## src/rtl/check_node_minsum_accum.sv

```systemverilog
// Serial min-sum check-node accumulator.
// Takes one sign-magnitude variable-to-check message per handshake.
// Tracks min, second-min, min index, sign parity and per-edge signs.
// On the row's last edge it emits one registered row summary.
// Ports:
//   clk, rst_n                   clock, async active-low reset
//   in_valid/in_ready            message handshake
//   in_mag, in_sign, in_last     message magnitude, sign (1 = negative), last edge of row
//   out_valid/out_ready          summary handshake
//   out_min, out_sec_min         smallest / second-smallest magnitude in row
//   out_min_idx                  0-based edge index of out_min
//   out_sign_prod                XOR of all signs in row
//   out_signs                    per-edge signs, bit i = edge i
//   out_deg                      edges in row (1..MAX_DEG)
//   out_err                      row truncated at MAX_DEG without in_last
module check_node_minsum_accum #(
  parameter int unsigned PREC    = 5,
  parameter int unsigned MAX_DEG = 32,
  parameter int unsigned IDX_W   = 5
) (
  input  logic               clk,
  input  logic               rst_n,
  input  logic               in_valid,
  output logic               in_ready,
  input  logic [PREC-1:0]    in_mag,
  input  logic               in_sign,
  input  logic               in_last,
  output logic               out_valid,
  input  logic               out_ready,
  output logic [PREC-1:0]    out_min,
  output logic [PREC-1:0]    out_sec_min,
  output logic [IDX_W-1:0]   out_min_idx,
  output logic               out_sign_prod,
  output logic [MAX_DEG-1:0] out_signs,
  output logic [IDX_W:0]     out_deg,
  output logic               out_err
);

  localparam int unsigned     DEG_W    = IDX_W + 1;
  localparam logic [PREC-1:0] MAG_MAX  = '1;
  localparam logic [IDX_W-1:0] LAST_IDX = IDX_W'(MAX_DEG - 1);

  typedef enum logic {S_ACC, S_HOLD} state_t;

  state_t               state_q, state_d;
  logic [PREC-1:0]      min_q, min_d;
  logic [PREC-1:0]      sec_q, sec_d;
  logic [IDX_W-1:0]     idx_q, idx_d;
  logic [IDX_W-1:0]     cnt_q;
  logic                 par_q, par_d;
  logic [MAX_DEG-1:0]   signs_q, signs_d;
  logic                 acc;
  logic                 row_end;

  // Summary register doubles as the hold state; input stalls only while it is unconsumed.
  assign out_valid = (state_q == S_HOLD);
  assign in_ready  = !out_valid || out_ready;
  assign acc       = in_valid && in_ready;
  assign row_end   = acc && (in_last || (cnt_q == LAST_IDX));

  // Next accumulator values including the current message, plus next handshake state.
  always_comb begin
    state_d = state_q;
    min_d   = min_q;
    sec_d   = sec_q;
    idx_d   = idx_q;
    par_d   = par_q ^ in_sign;
    signs_d = signs_q;

    // Strict compares: an equal magnitude never displaces min, it becomes sec instead.
    if (in_mag < min_q) begin
      sec_d = min_q;
      min_d = in_mag;
      idx_d = cnt_q;
    end else if (in_mag < sec_q) begin
      sec_d = in_mag;
    end
    signs_d[cnt_q] = in_sign;

    case (state_q)
      S_ACC:   if (row_end) state_d = S_HOLD;
      S_HOLD:  if (row_end) state_d = S_HOLD;
               else if (out_ready) state_d = S_ACC;
      default: state_d = S_ACC;
    endcase
  end

  // Handshake state register.
  always_ff @(posedge clk or negedge rst_n) begin
    if (!rst_n) state_q <= S_ACC;
    else        state_q <= state_d;
  end

  // Accumulators and summary registers; a row end writes the summary and re-arms the row.
  always_ff @(posedge clk or negedge rst_n) begin
    if (!rst_n) begin
      min_q         <= MAG_MAX;
      sec_q         <= MAG_MAX;
      idx_q         <= '0;
      cnt_q         <= '0;
      par_q         <= 1'b0;
      signs_q       <= '0;
      out_min       <= '0;
      out_sec_min   <= '0;
      out_min_idx   <= '0;
      out_sign_prod <= 1'b0;
      out_signs     <= '0;
      out_deg       <= '0;
      out_err       <= 1'b0;
    end else if (row_end) begin
      out_min       <= min_d;
      out_sec_min   <= sec_d;
      out_min_idx   <= idx_d;
      out_sign_prod <= par_d;
      out_signs     <= signs_d;
      out_deg       <= DEG_W'({1'b0, cnt_q}) + DEG_W'(1);
      out_err       <= !in_last;
      min_q         <= MAG_MAX;
      sec_q         <= MAG_MAX;
      idx_q         <= '0;
      cnt_q         <= '0;
      par_q         <= 1'b0;
      signs_q       <= '0;
    end else if (acc) begin
      min_q   <= min_d;
      sec_q   <= sec_d;
      idx_q   <= idx_d;
      cnt_q   <= cnt_q + IDX_W'(1);
      par_q   <= par_d;
      signs_q <= signs_d;
    end
  end

endmodule

```

## config.mk

```make
export PLATFORM = sky130hd
export DESIGN_NAME = check_node_minsum_accum
export DESIGN_NICKNAME = d
export VERILOG_FILES = /design/src/rtl/check_node_minsum_accum.sv
export SDC_FILE = /design/constraint.sdc
export NUM_CORES = 1
export LEC_CHECK = 0
export BUFFER_PORTS_ARGS = -buffer_cell sky130_fd_sc_hd__buf_4
export CAP_MARGIN = 10
export CORE_ASPECT_RATIO = 0.75
export CORE_MARGIN = 2
export CORE_UTILIZATION = 50
export CTS_CLUSTER_SIZE = 30
export DETAILED_ROUTE_END_ITERATION = 10
export PLACE_DENSITY = 0.67
export RECOVER_POWER = 100
export SYNTH_ARGS = -nofsm -noshare
export SYNTH_HDL_FRONTEND = slang
export SYNTH_SLANG_ARGS = --single-unit
```

## constraint.sdc

```tcl
create_clock -name clk -period 3.45 [get_ports clk]
set_input_delay 0.69 -clock clk [delete_from_list [all_inputs] [get_ports clk]]
set_output_delay 0.69 -clock clk [all_outputs]
set_load 0.02 [all_outputs]
```

==> summary.txt <==
Routing
  – Final wirelength: roughly 14 mm
  – DRC violations left: 0
  – Via density per instance: ~5.9
  – Drt wl/cell: 18.9 um
  – Via count: around 4,400
  – DR pass1 iterations: 7
  – DR iter-0 viols: roughly 370
  – Post-route antenna net violation count: 0

CTS
  – CTS max path bufs: 2
  – CTS sink count: 109
  – Clock Tree Root: clkbuf_16
  – Hold buffers post-CTS: 0
  – Clock transition at path regs: approximately 0.07 ns
  – Postcts setup bufs: 0
  – Total CTS buffers: 9
  – CTS tree: done
  – Worst-Skew Late Latency: 0.35 ns
  – CTS H-tree lvls: 3
  – Post_cts resized: 0

Synth
  – Syn Area/Cell: a little over 10 um2
  – Async S/R FF share, synth: between 90% and 100%
  – Top FF cell, synth: dfrtp_1
  – Register area share after synthesis: approximately 50%
  – Yosys cell types: 56
  – EDFF count, synth: 0
  – Net count after synthesis: 572
  – Cell area after synthesis: 0.00556 mm2
  – Ys Warns: 0
  – Synthesized flop and latch total: about 110
  – Synthesized instance count: roughly 550

STA
  – Setup violators final: 0
  – Fin crit share: approximately 86%
  – Setup_tns: 0 ns
  – Hold Fails Final Rpt: 0
  – PnR worst setup slack: roughly 0.47 ns
  – RSZ-0062 raised after global routing: no
  – Pins over their slew limit: 62
  – Minimum clock period: 2.98 ns
  – Setup Skew: about 0.0051 ns
  – Max Clock Freq: between 300 and 400 MHz
  – Worst-Margin Slew: about 1.6 ns
  – Rel. slew slack: -4.15%

Setup path
  – Crit-path cells: ha_1, nand2_1, nor2_1, ha_1, nor2_1, nand3_1, clkbuf_1, o21ai_0, a22o_1
  – Critical-path top delay cell: clkbuf_1
  – Worst Path Max Fanout: 19
  – Setup Crit Path Kind: register to register
  – Startpoint type of the worst setup path: register
  – Crit end category: register
  – Worst EP required: ~3.7 ns
  – Slowest stage delay, CP: around 0.62 ns
  – Data arrival time of the worst path: roughly 3.2 ns

Place
  – Port Buffers: 67
  – Pre-CTS setup slack: between 0.6 and 0.7 ns
  – Placer Congestion: roughly 0.9
  – Dpl hpwl: just over 9 mm

Global route
  – Total GRT Usage: about a quarter
  – Overflow after GRT: 0
  – Initial antenna violation count: 0
  – Pin count of the biggest net entering global routing: 62
  – Vias in the first global route: roughly 4,300
  – First-pass GRT wire length: around 23 mm

Floorplan
  – Row count: 33
  – Ports: a little under 70
  – Die X: about 130 um
  – Die H: between 90 and 100 um
  – Die Area: approximately 0.012 mm2
  – Initial core utilization: between 50% and 60%
  – Core footprint: around 0.011 mm2

Layout
  – Diode count: 0
  – Area grow syn2layout: 11.4%
  – Final nets: 618
  – Share of cells above drive strength 1: 9.35%

Power and ir drop
  – P per Cell Area: approximately 530 mW/mm2
  – Leak: between 2 and 3 nW
  – Peak VDD IR: about 0.28 mV

Status
  – Failing checks: capacitance limit, slew limit
  – Outcome: finished, violations left

Hold path
  – Min-Delay Path Class: register to register

Job
  – Maxcap violations: 1
synth_stat cells (3+ instances only):
cell,n,area share (%)
nor3_1,4,0.36
mux2i_1,36,6.5
o21ai_0,61,5.5
o2bb2ai_1,16,2.5
dfstp_2,10,4.7
clkbuf_1,18,1.2
buf_2,20,1.8
o221ai_1,4,0.63
a21o_1,17,2.3
nand2_1,78,5.3
nor4_1,5,0.56
nand4_1,15,1.7
ha_1,13,2.9
inv_1,12,0.81
nand3_1,10,0.90
buf_4,3,0.41
a221oi_1,9,1.4
o21ai_1,4,0.36
a22o_1,18,2.8
o211ai_1,11,1.5
dfrtp_1,99,45
and4bb_2,4,0.90
a21oi_1,5,0.45
nand4b_1,11,1.7
a31oi_1,6,0.68
nor2_1,21,1.4
cells in the final DEF (no fill, tap or decap), drive strengths merged, types with 13 or more instances in the layout:
cell,synthesis,routed
buf,27,18
nor2,21,21
nand4,15,15
inv,13,14
nand2,79,79
mux2i,36,36
a21o,17,17
o21ai,66,66
clkbuf,18,73
o2bb2ai,16,16
dfrtp,99,99
a22o,18,18
ha,13,13
power breakdown:
| part | internal (mW) | switching [mW] | total [mW] |
|---|---|---|---|
| combinational | 0.206 | 0.465 | 0.671 |
| clock | 0.660 | 0.476 | 1.14 |
| sequential | 1.40 | 0.0781 | 1.48 |
flip-flops by register name, indices dropped and copies added, names as in the netlist, 5 cells and up:
register	cells
min_q	5
out_signs	32
out_sec_min	5
signs_q	32
out_deg	6
cnt_q	5
out_min_idx	5
out_min	5
idx_q	5
sec_q	5
metrics by stage:
stage | instance area (um2) | cells | total power, mW | hold WS (ns) | utilization, %
2_1_floorplan | 5560 | 548 | 1.95 | 0.394 | -
3_3_place_gp | 6130 | 723 | 2.23 | 0.465 | 56.3
3_5_place_dp | 6130 | 723 | 2.25 | 0.472 | 56.3
4_1_cts | 6460 | 739 | 3.38 | 0.445 | 59.3
5_1_grt | 6200 | 739 | 3.44 | 0.505 | 56.8
6_report | 6200 | 739 | 3.29 | 0.479 | 56.8
metal layers:
metal	track usage [%]	up-vias	part of all wire, %	routed length [um]
met3	4.26	8	5.3	739
met2	34.3	130	43	5980
li1	-	2107	-	-
met1	36.9	2140	51	7120
met4	6.14	0	0.93	130
met5	0	-	0	0
layout make-up:
cell class                      instances  area, um2
Tap cell                              140        175
Fill cell                             987       4700
Sequential cell                       109       2740
Multi-Input combinational cell        381       2520
Inverter                               13       48.8
Clock buffer                           11        243
Clock inverter                          5       82.6
Timing Repair Buffer                   80        385
final timing paths:
| check | from | endpoint | slack, ns | depth (start not counted) |
|---|---|---|---|---|
| max | cnt_q[0]$_DFFE_PN0P_ | signs_q[11]$_DFFE_PN0P_ | 0.47 | 9 |
| min | out_signs[19]$_DFFE_PN0P_ | out_signs[19]$_DFFE_PN0P_ | 0.48 | 2 |
| max reg2reg | cnt_q[0]$_DFFE_PN0P_ | signs_q[11]$_DFFE_PN0P_ | 0.47 | 9 |
| min reg2reg | out_signs[19]$_DFFE_PN0P_ | out_signs[19]$_DFFE_PN0P_ | 0.48 | 2 |
| max in group asynchronous | rst_n | out_signs[6]$_DFFE_PN0P_ | 0.94 | 2 |
| min in group asynchronous | rst_n | out_min[0]$_DFFE_PN0P_ | 0.71 | 1 |
critical path, delay by kind of cell (launching register included):
family	cells	cell delay, ns
flip-flops	1	0.51
AND/OR/NAND/NOR	4	0.71
AO/OA/AOI/OAI	2	0.47
adder cells (fa/ha/maj)	2	0.56
buffers and inverters	1	0.62
kinds of logic (layout without fill, tap and decap cells):
logic type               after synthesis  after routing  share of synthesized area [%]
multiplexers                          36             36                           6.48
flip-flops                           109            109                           49.3
adder cells (fa/ha/maj)               13             13                           2.93
AO/OA/AOI/OAI                        161            161                           20.1
XOR/XNOR                               3              3                          0.473
AND/OR/NAND/NOR                      168            168                           15.9
buffers and inverters                 58            109                           4.84
Note: power is estimated with default switching activity, not from simulation.
